File: src/rtl/bcd_serial_addsub.sv
// ---------------------------------------------------------------------------
// bcd_serial_addsub
//   Digit-serial packed-BCD adder/subtractor. One BCD digit is processed per
//   clock, least-significant digit first. Subtraction is done as
//   A + (9's complement of B) + 1, so carry_out means "no borrow" (A >= B).
//
// Parameters
//   DIGITS     number of BCD digits per operand (1..16)
//
// Ports
//   clk        rising-edge clock
//   rst_n      asynchronous active-low reset
//   start      request a new operation (accepted in IDLE or DONE)
//   sub        0 = add, 1 = subtract (A-B); sampled with start
//   a, b       packed BCD operands, digit 0 in bits [3:0]; sampled with start
//   busy       high while digits are being processed
//   done       one-cycle pulse: result/carry_out/err are valid
//   result     packed BCD result (forced to zero when err)
//   carry_out  add: decimal overflow; sub: 1 = no borrow
//   err        an operand nibble of the accepted request was > 9
// ---------------------------------------------------------------------------
module bcd_serial_addsub #(
  parameter int DIGITS = 4
) (
  input  logic                  clk,
  input  logic                  rst_n,
  input  logic                  start,
  input  logic                  sub,
  input  logic [4*DIGITS-1:0]   a,
  input  logic [4*DIGITS-1:0]   b,
  output logic                  busy,
  output logic                  done,
  output logic [4*DIGITS-1:0]   result,
  output logic                  carry_out,
  output logic                  err
);

  localparam int W     = 4 * DIGITS;
  localparam int IDX_W = (DIGITS > 1) ? $clog2(DIGITS) : 1;
  localparam logic [IDX_W-1:0] LAST_IDX = IDX_W'(DIGITS - 1);

  localparam logic [1:0] S_IDLE = 2'd0;
  localparam logic [1:0] S_RUN  = 2'd1;
  localparam logic [1:0] S_DONE = 2'd2;

  logic [1:0]       state_q,     state_d;
  logic [W-1:0]     a_q,         a_d;
  logic [W-1:0]     b_q,         b_d;
  logic             sub_q,       sub_d;
  logic [IDX_W-1:0] idx_q,       idx_d;
  logic             carry_q,     carry_d;
  logic [W-1:0]     result_q,    result_d;
  logic             carry_out_q, carry_out_d;
  logic             err_q,       err_d;

  // Operand shift registers always present the current digit in [3:0].
  logic [3:0] b_adj;
  logic [4:0] sum;
  logic [3:0] digit;
  logic       digit_carry;
  logic       err_in;

  // NOTE: every variable written in an always_comb gets a default value
  // first, so no path leaves it unassigned and no latch is inferred.
  always_comb begin
    b_adj       = sub_q ? (4'd9 - b_q[3:0]) : b_q[3:0];
    sum         = {1'b0, a_q[3:0]} + {1'b0, b_adj} + {4'b0, carry_q};
    digit       = sum[3:0];
    digit_carry = 1'b0;
    if (sum > 5'd9) begin
      // Adding 6 skips the six unused codes; bit 4 is dropped (mod 16).
      digit       = sum[3:0] + 4'd6;
      digit_carry = 1'b1;
    end
  end

  always_comb begin
    err_in = 1'b0;
    for (int i = 0; i < DIGITS; i++) begin
      if (a[4*i +: 4] > 4'd9 || b[4*i +: 4] > 4'd9) err_in = 1'b1;
    end
  end

  always_comb begin
    state_d     = state_q;
    a_d         = a_q;
    b_d         = b_q;
    sub_d       = sub_q;
    idx_d       = idx_q;
    carry_d     = carry_q;
    result_d    = result_q;
    carry_out_d = carry_out_q;
    err_d       = err_q;

    case (state_q)
      S_IDLE, S_DONE: begin
        if (start) begin
          a_d         = a;
          b_d         = b;
          sub_d       = sub;
          idx_d       = '0;
          carry_d     = sub;   // +1 completes the 9's complement for subtract
          err_d       = err_in;
          result_d    = '0;
          carry_out_d = 1'b0;
          state_d     = S_RUN;
        end else begin
          state_d     = S_IDLE;
        end
      end
      S_RUN: begin
        a_d      = a_q >> 4;
        b_d      = b_q >> 4;
        carry_d  = digit_carry;
        // New digit enters at the top; after DIGITS shifts digit 0 sits in [3:0].
        result_d = (W'(digit) << (W - 4)) | (result_q >> 4);
        idx_d    = idx_q + 1'b1;
        if (idx_q == LAST_IDX) begin
          state_d     = S_DONE;
          carry_out_d = err_q ? 1'b0 : digit_carry;
          if (err_q) result_d = '0;
        end
      end
      default: state_d = S_IDLE;
    endcase
  end

  // NOTE: sequential state uses non-blocking assignments so every flop
  // samples the pre-edge values regardless of statement order.
  always_ff @(posedge clk or negedge rst_n) begin
    if (!rst_n) begin
      state_q     <= S_IDLE;
      a_q         <= '0;
      b_q         <= '0;
      sub_q       <= 1'b0;
      idx_q       <= '0;
      carry_q     <= 1'b0;
      result_q    <= '0;
      carry_out_q <= 1'b0;
      err_q       <= 1'b0;
    end else begin
      state_q     <= state_d;
      a_q         <= a_d;
      b_q         <= b_d;
      sub_q       <= sub_d;
      idx_q       <= idx_d;
      carry_q     <= carry_d;
      result_q    <= result_d;
      carry_out_q <= carry_out_d;
      err_q       <= err_d;
    end
  end

  assign busy      = (state_q == S_RUN);
  assign done      = (state_q == S_DONE);
  assign result    = result_q;
  assign carry_out = carry_out_q;
  assign err       = err_q;

endmodule

File: config.mk
export PLATFORM = sky130hd
export DESIGN_NAME = bcd_serial_addsub
export DESIGN_NICKNAME = d
export VERILOG_FILES = /design/src/rtl/bcd_serial_addsub.sv
export SDC_FILE = /design/constraint.sdc
export NUM_CORES = 1
export LEC_CHECK = 0
export CAP_MARGIN = 10
export CORE_MARGIN = 2
export CORE_UTILIZATION = 40
export DETAILED_ROUTE_END_ITERATION = 7
export PLACE_DENSITY = 0.67
export SYNTH_ARGS = -nofsm -noshare
export SYNTH_HDL_FRONTEND = slang
export SYNTH_SLANG_ARGS = --single-unit
File: constraint.sdc
create_clock -name clk -period 2.9 [get_ports clk]
set_input_delay 0.58 -clock clk [delete_from_list [all_inputs] [get_ports clk]]
set_output_delay 0.58 -clock clk [all_outputs]
set_load 0.02 [all_outputs]
==> impl_results.md, run 1 <==
- Status: complete, no violations
- Die Span X: 84.76 um
- Worst setup margin: 134.3 ps
- Vias: 2,019
- Critical Path, Cell by Cell: xnor2_1 -> fa_1 -> inv_1 -> fa_1 -> inv_1 -> ha_2 -> a22oi_2 -> and3_4 -> or3_1 -> a32o_1
- Port bufs: 55
- Post-DRT Antenna Nets: 0
- Sw power: 1.565 mW
- Logic pwr share: 0.540
- Reg clk slew, reported paths: 100 ps
- Die Area: 7184 um2
- Final Hold Fails: 0
- Cell variety after synth: 34
- Max stage delay on crit path: 450 ps
- Worst Setup EP: result[13]
- Hold WC Path Type: input pin to asynchronous set/reset pin
- Ratio of cells with drive above 1 in the final layout: 0.08278
- DRC: 0
- Worst path required time: 3100 ps
- Reg2Reg Depth: 10
- Worst reg-to-reg setup slack: 130 ps
- Post-DP HPWL: 4067 um
- Clk pwr share: 0.133
- Switch share: 0.4004
- CP Launch Point: sub_q
- CTS sink cnt: 56
- Core Box Area: 6314 um2
- CP top delay family: adder cells
- Worst slew pin tran: 548.2 ps
- Buffers and inverters on the worst path: 2
- Total Wirelength: 5696 um
- Clk_lat worst skew: 320 ps
- Static Leak: 1.474 nW
- Clk buf depth: 2
- First-pass GRT wire length: 9839 um
- Area grow syn2layout: 29.98%
- FMAX: 361.6 MHz
- Synth Net Count: 289
- Inserted Diodes: 0
- GRT Residual Overflow: 0
- TritonRoute pass-1 iters: 4
- Worst reg2reg startpoint: sub_q
- Fin crit share: 0.9537
- Total track usage: 0.1705
- Slew headroom: 0.6345
- CP Data Arrival Time: 2960 ps
- Synth warn: 0
- H-tree lvl count: 2
- Maximum net fanout on the critical path: 5
- Pre-CTS setup slack: 33.60 ps
- Final Slew Violations: 0
- Post-CTS Hold Fix Bufs: 0
- Crit end category: register
- Max-cap violation count: 0
- Vias in the first global route: 2,066
- Initial Util: 0.4132
- Vias per cell: 5.327
- Die H: 84.76 um
- Seq cells post-synth: 56
- Sequential share of the synthesized area: 0.5372
- Reg-to-Reg End: result[13]
- Min Tclk post-route: 2766 ps
- Critical path type: register to register
- Power per Cell Area: 1153 nW/um2
- RePlAce Congestion: 0.8201
- P_int: 2.345 mW
- Fin nets: 345
- Critical Path Start Type: register
- CTS tree: done
- Gate Count Post-Synth: 245
- Inserted Clock Buffers: 5
- VDD IR max: 0.0006227 V
- Post-DR wirelength/cell: 15.03 um
- Cell depth of the worst setup path: 10
- Fin Clk Skew: 15.30 ps
- CP max stage cell: fa_1
- Clk root buf: clkbuf_8
- Standard-cell rows: 29
- Syn Area/Cell: 10.65 um2
- Flop pwr share: 0.328
- Initial antenna violation count: 0
- WHS: 108.9 ps
- Largest net degree at the start of global routing: 43
- Iter 0 DRT Violations: 63
- Post-Syn Area: 2609 um2
- Finish-stage setup viols: 0
- Ports: 56
- Pwr Total: 3.910 mW
logic make-up (layout without fill, tap and decap cells):
family                     count (synthesis)  after routing  share of synthesized area
xor gates and xnor gates                   3              3                    0.01007
buffers and inverters                     21             78                    0.03118
and+or+nand+nor                           58             58                     0.1002
DFF                                       56             56                     0.5372
muxes                                     22             22                    0.08489
AOI/OAI and AO/OA                         77             77                     0.1923
adders and majority gates                  8              8                    0.04412
synth_stat cells:
library cell  number  share of area
a21o_1             1         0.0029
and3_4             1         0.0043
nand2b_1           1         0.0024
nor2b_1            2         0.0048
or4_1              2         0.0058
a21o_2             1         0.0034
a32o_1             1         0.0038
xnor2_1            3          0.010
nand4_1            2         0.0048
nand2_1           34          0.049
mux2_2             1         0.0043
clkbuf_1          11          0.016
o311ai_1           1         0.0034
ha_1               6          0.029
o21ai_0           38          0.073
mux2i_1           21          0.081
and2_1             2         0.0048
inv_1              7          0.010
o21ai_1            1         0.0019
o211ai_1           1         0.0029
a22oi_1            2         0.0058
nor2_1            10          0.014
o31ai_1            1         0.0029
and3b_1            1         0.0034
o21ba_2            1         0.0038
nand3_1            1         0.0019
a21oi_1            7          0.013
a22oi_2            1         0.0048
buf_2              2         0.0038
or3_1              2         0.0048
fa_1               2          0.015
a22o_1            21          0.071
inv_2              1         0.0014
dfrtp_1           56           0.54
stage by stage:
step	instance area, um2	std cells	utilization	setup TNS [ps]
after floorplan	2609	245	-	0
after global placement	3247	369	0.5143	0
after detailed placement	3247	369	0.5143	0
after CTS	3366	377	0.5331	0
after global routing	3391	379	0.5371	-6.358
final	3391	379	0.5371	0
placed cells by master, fill, tap and decap left out, types with 2 or more instances in the layout:
cell             instances
dfrtp_1                 56
clkbuf_8                 5
inv_1                    7
a22oi_1                  2
o21ai_0                 38
nand2_1                 34
mux2i_1                 21
xnor2_1                  2
ha_1                     5
and2_1                   2
a21oi_1                  7
buf_4                    6
nor2_1                   9
nand4_1                  2
fa_1                     2
or4_1                    2
or3_1                    2
clkdlybuf4s50_1         54
a22o_1                  21
power groups by stage:
| stage | clock network, mW | registers, mW | logic [mW] |
|---|---|---|---|
| 6_report | 0.518 | 1.28 | 2.11 |
| 3_3_place_gp | 0 | 1.28 | 1.95 |
| 3_5_place_dp | 0 | 1.30 | 2.02 |
| 2_1_floorplan | 0 | 1.35 | 1.35 |
| 5_1_grt | 0.569 | 1.32 | 2.37 |
| 4_1_cts | 0.535 | 1.28 | 2.05 |
how the worst min path moves through the flow:
stage | startpoint | to | slack, ps
after floorplan | rst_n | a_q[0] | 280
after global placement | rst_n | result[1] | 440
after detailed placement | rst_n | result[1] | 450
after CTS | rst_n | result[4] | 110
after global routing | rst_n | result[10] | 110
final | rst_n | result[4] | 110
layer usage:
metal | up-vias | wire length [um] | global-route usage
li1 | 979 | - | -
met1 | 982 | 2592 | 0.2245
met2 | 49 | 2792 | 0.2835
met3 | 9 | 223 | 0.03245
met4 | 0 | 87 | 0.05772
met5 | - | 0 | 0
cell type report:
cell class	instances	area, um2
inverters	8	30.03
clock inverters	2	38.79
clock buffers	6	72.57
flip-flops and latches	56	1401
multi-input cells	168	1146
fillers	604	2923
well taps	77	96.34
repair buffers	62	605.6
flip-flops by register name, indices dropped and copies added, names as in the netlist:
name / cells
carry_out: 1
result: 16
b_q: 16
err: 1
state_q: 2
idx_q: 2
a_q: 16
carry_q: 1
sub_q: 1
what timing repair did:
action	4_1_cts	5_1_grt
endpoints found under the setup margin	1	2
pin swaps	0	1
gates resized for setup	1	1
buffers inserted	0	1
gates cloned	0	0
Power figures use the tool's default switching activity.
==> run 2: changes to the inputs <==
--- a/config.mk
+++ b/config.mk
@@ -5,6 +5,7 @@
 export SDC_FILE = /design/constraint.sdc
 export NUM_CORES = 1
 export LEC_CHECK = 0
+export ABC_AREA = 1
 export CAP_MARGIN = 10
 export CORE_MARGIN = 2
 export CORE_UTILIZATION = 40
==> impl_results.md, run 2 <==
- Critical path type: register to register
- Placed Area: 3381 um2 (+4.1%)
- Most frequent cells in the layout: nand2_1 (58), dfrtp_1 (56), clkdlybuf4s50_1 (54), inv_1 (45), a21oi_1 (34)
- Vias per cell: 4.848 (-9.0%)
- Final Slew Violations: 0 (unchanged)
- Reg clk slew, reported paths: 100 ps (about the same)
- Total track usage: 0.1688 (-0.001684)
- Inserted Diodes: 0 (unchanged)
- Worst reg-to-reg setup slack: 400 ps (+260 ps)
- Reg2Reg Depth: 12 (+2)
- Total negative setup slack: 0 ps (unchanged)
- XOR/XNOR Fraction of Synth Area: 0.006236 (-0.003836)
- GRT Residual Overflow: 0 (unchanged)
- Static Leak: 1.608 nW (+9.1%)
- Synth warn: 0 (unchanged)
- Total Wirelength: 5982 um (+5.0%)
- Largest net degree at the start of global routing: 57 (+33%)
- Top-area cell type share of the netlist area: 0.4989 (-0.03828)
- Post-CTS sizing: 0 (-1)
- FMAX: 399.2 MHz (+10%)
- Clk buf depth: 2 (unchanged)
- Compound-Gate Fraction of Synth Area: 0.2053 (+0.01302)
- DRC: 0 (unchanged)
- Worst slew pin tran: 694.3 ps (+146.1 ps)
- Top post-synthesis cells by count: nand2_1 (58), dfrtp_1 (56), inv_1 (45), a21oi_1 (34), o21ai_0 (26)
- TritonRoute pass-1 iters: 4 (unchanged)
- RePlAce Congestion: 0.7405 (-9.7%)
- Sequential share of the synthesized area: 0.4989 (-0.03828)
- Inserted Clock Buffers: 5 (unchanged)
- Vias in the first global route: 2,270 (+9.9%)
- Standard-cell rows: 30 (+3.4%)
- Power per Cell Area: 1323 nW/um2 (+15%)
- CTS sink cnt: 56 (unchanged)
- Initial antenna violation count: 0 (unchanged)
- Port bufs: 55 (unchanged)
- Die H: 87.80 um (+3.6%)
- Post-CTS Hold Fix Bufs: 0 (unchanged)
- Crit end category: register
- Main synth FF type: dfrtp_1
- Die Area: 7709 um2 (+7.3%)
- Clk root buf: clkbuf_8
- Post-DRT Antenna Nets: 0 (unchanged)
- Initial Util: 0.4134 (about the same)
- Slew headroom: 0.5371 (-0.09743)
- Count leader, synth: nand2_1
- Multiplexer share of the synthesized area: 0 (-0.08489)
- Core Box Area: 6794 um2 (+7.6%)
- Synth Area in Adders: 0.04098 (-0.003145)
- CTS tree: done
- First-pass GRT wire length: 10,070 um (+2.4%)
- Worst path required time: 3090 ps (about the same)
- Synth Net Count: 363 (+26%)
- Util after Layout: 0.5179 (-0.01919)
- Post-Syn Area: 2809 um2 (+7.7%)
- FF+latch area: 1401 um2 (unchanged)
- RSZ-0062 raised after global routing: false
- Synth area leader: dfrtp_1
- Clk_lat worst skew: 310 ps (about the same)
- Final Hold Fails: 0 (unchanged)
- Synth top area cells: dfrtp_1 (50%), nand2_1 (7.8%), a21oi_1 (6.1%), inv_1 (6.0%), o21ai_0 (4.6%)
- Synth Area in Simple Gates: 0.1421 (+0.04185)
- EDFF count, synth: 0 (unchanged)
- Share of async-settable or async-resettable flops after synthesis: 1.000 (unchanged)
- Commonest non-fill, non-tap cell in the layout: nand2_1
- VDD IR max: 0.0004668 V (-25%)
- Vias: 2,264 (+12%)
- Pwr Total: 4.656 mW (+19%)
- CP Data Arrival Time: 2700 ps (-260 ps)
- Critical Path Start Type: register
- Multi-input logic area: 1109 um2 (-3.3%)
- Finish-stage setup viols: 0 (unchanged)
- Post-DP HPWL: 4282 um (+5.3%)
- Ports: 56 (unchanged)
- Post-CTS Setup Bufs: 0 (unchanged)
- Max-cap violation count: 0 (unchanged)
- Fin Clk Skew: 11.89 ps (-3.415 ps)
- Die Span X: 87.80 um (+3.6%)
- Min Tclk post-route: 2505 ps (-260.9 ps)
- Gate Count Post-Synth: 319 (+30%)
- Design area: 3518 um2 (+3.8%)
- Fin crit share: 0.8637 (-0.08997)
- Status: complete, no violations
- Hold WC Path Type: input pin to asynchronous set/reset pin
- Largest family of logic cells by synthesized area: compound AO/OA/AOI/OAI gates
- Worst reg2reg startpoint: sub_q
- Area grow syn2layout: 25.26%
- Iter 0 DRT Violations: 88 (+40%)
- Reg-to-Reg End: carry_out
- Filler cell count: 667 (+10%)
- Cell variety after synth: 31 (-8.8%)
- H-tree lvl count: 2 (unchanged)
- Fin nets: 414 (+20%)
- Post-DR wirelength/cell: 12.81 um (-15%)
- Ratio of cells with drive above 1 in the final layout: 0.08625 (+0.003472)
- Syn Area/Cell: 8.805 um2 (-17%)
- WHS: 381.4 ps (+272.6 ps)
- Maximum net fanout on the critical path: 5 (unchanged)
- Seq cells post-synth: 56 (unchanged)
==> run 2: power breakdown <==
| group | leakage, nW | switching [mW] | internal (mW) |
|---|---|---|---|
| combinational | 0.846 | 1.70 | 1.02 |
| clock | 0.0687 | 0.265 | 0.348 |
| sequential | 0.694 | 0.172 | 1.14 |
==> run 2: worst max-delay path, cell delays in order, from the launching register on <==
cell and delay, ps:
dfrtp_1 430, xnor2_1 160, fa_1 360, inv_1 110
fa_1 460, inv_1 110, ha_1 190, nand2_1 50
a21boi_1 120, nand2_1 120, nand2_2 100, nand3_1 90
o21ai_0 80
==> run 2: layout make-up <==
class                      instances  area share
timing repair buffer              57      0.1593
clock inverter                     3     0.01956
sequential                        56      0.3983
multi-input combinational        200      0.3151
clock buffer                       5     0.01956
inverter                          50     0.05405
tap                               96     0.03414
==> run 2: worst max-delay path by stage <==
| stage | start | to | cells past startpoint |
|---|---|---|---|
| 2_1_floorplan | sub_q | carry_q | 12 |
| 3_3_place_gp | sub_q | carry_q | 12 |
| 3_5_place_dp | sub_q | carry_out | 12 |
| 4_1_cts | sub_q | carry_out | 12 |
| 5_1_grt | sub_q | carry_out | 12 |
| 6_report | sub_q | carry_out | 12 |
==> run 2: cells by family after synthesis <==
logic type               Yosys count
AO/OA/AOI/OAI                    101
AND/OR/NAND/NOR                   89
buffers and inverters             63
flip-flops                        56
adder cells (fa/ha/maj)            8
XOR/XNOR                           2
==> run 2: metrics by stage <==
stage / setup slack, ps / std cells
floorplan: 622.7 / 319
global placement: 537.3 / 459
detailed placement: 393.8 / 459
CTS: 396.8 / 467
global route: 126.7 / 467
finish: 395.2 / 467
==> run 2: metal layers <==
layer,vias up,track usage,wire length [um]
met2,54,0.2831,2798
met1,1052,0.2031,2723
met3,12,0.04524,252
li1,1146,-,-
met5,-,0,0
met4,0,0.07692,208
==> run 3: changes to the inputs <==
--- a/config.mk
+++ b/config.mk
@@ -6,7 +6,7 @@
 export NUM_CORES = 1
 export LEC_CHECK = 0
 export ABC_AREA = 1
-export CAP_MARGIN = 10
+export CAP_MARGIN = 20
 export CORE_MARGIN = 2
 export CORE_UTILIZATION = 40
 export DETAILED_ROUTE_END_ITERATION = 7
==> results of run 3 <==
The final DEF is identical to that of run 2; final timing and power are the same.
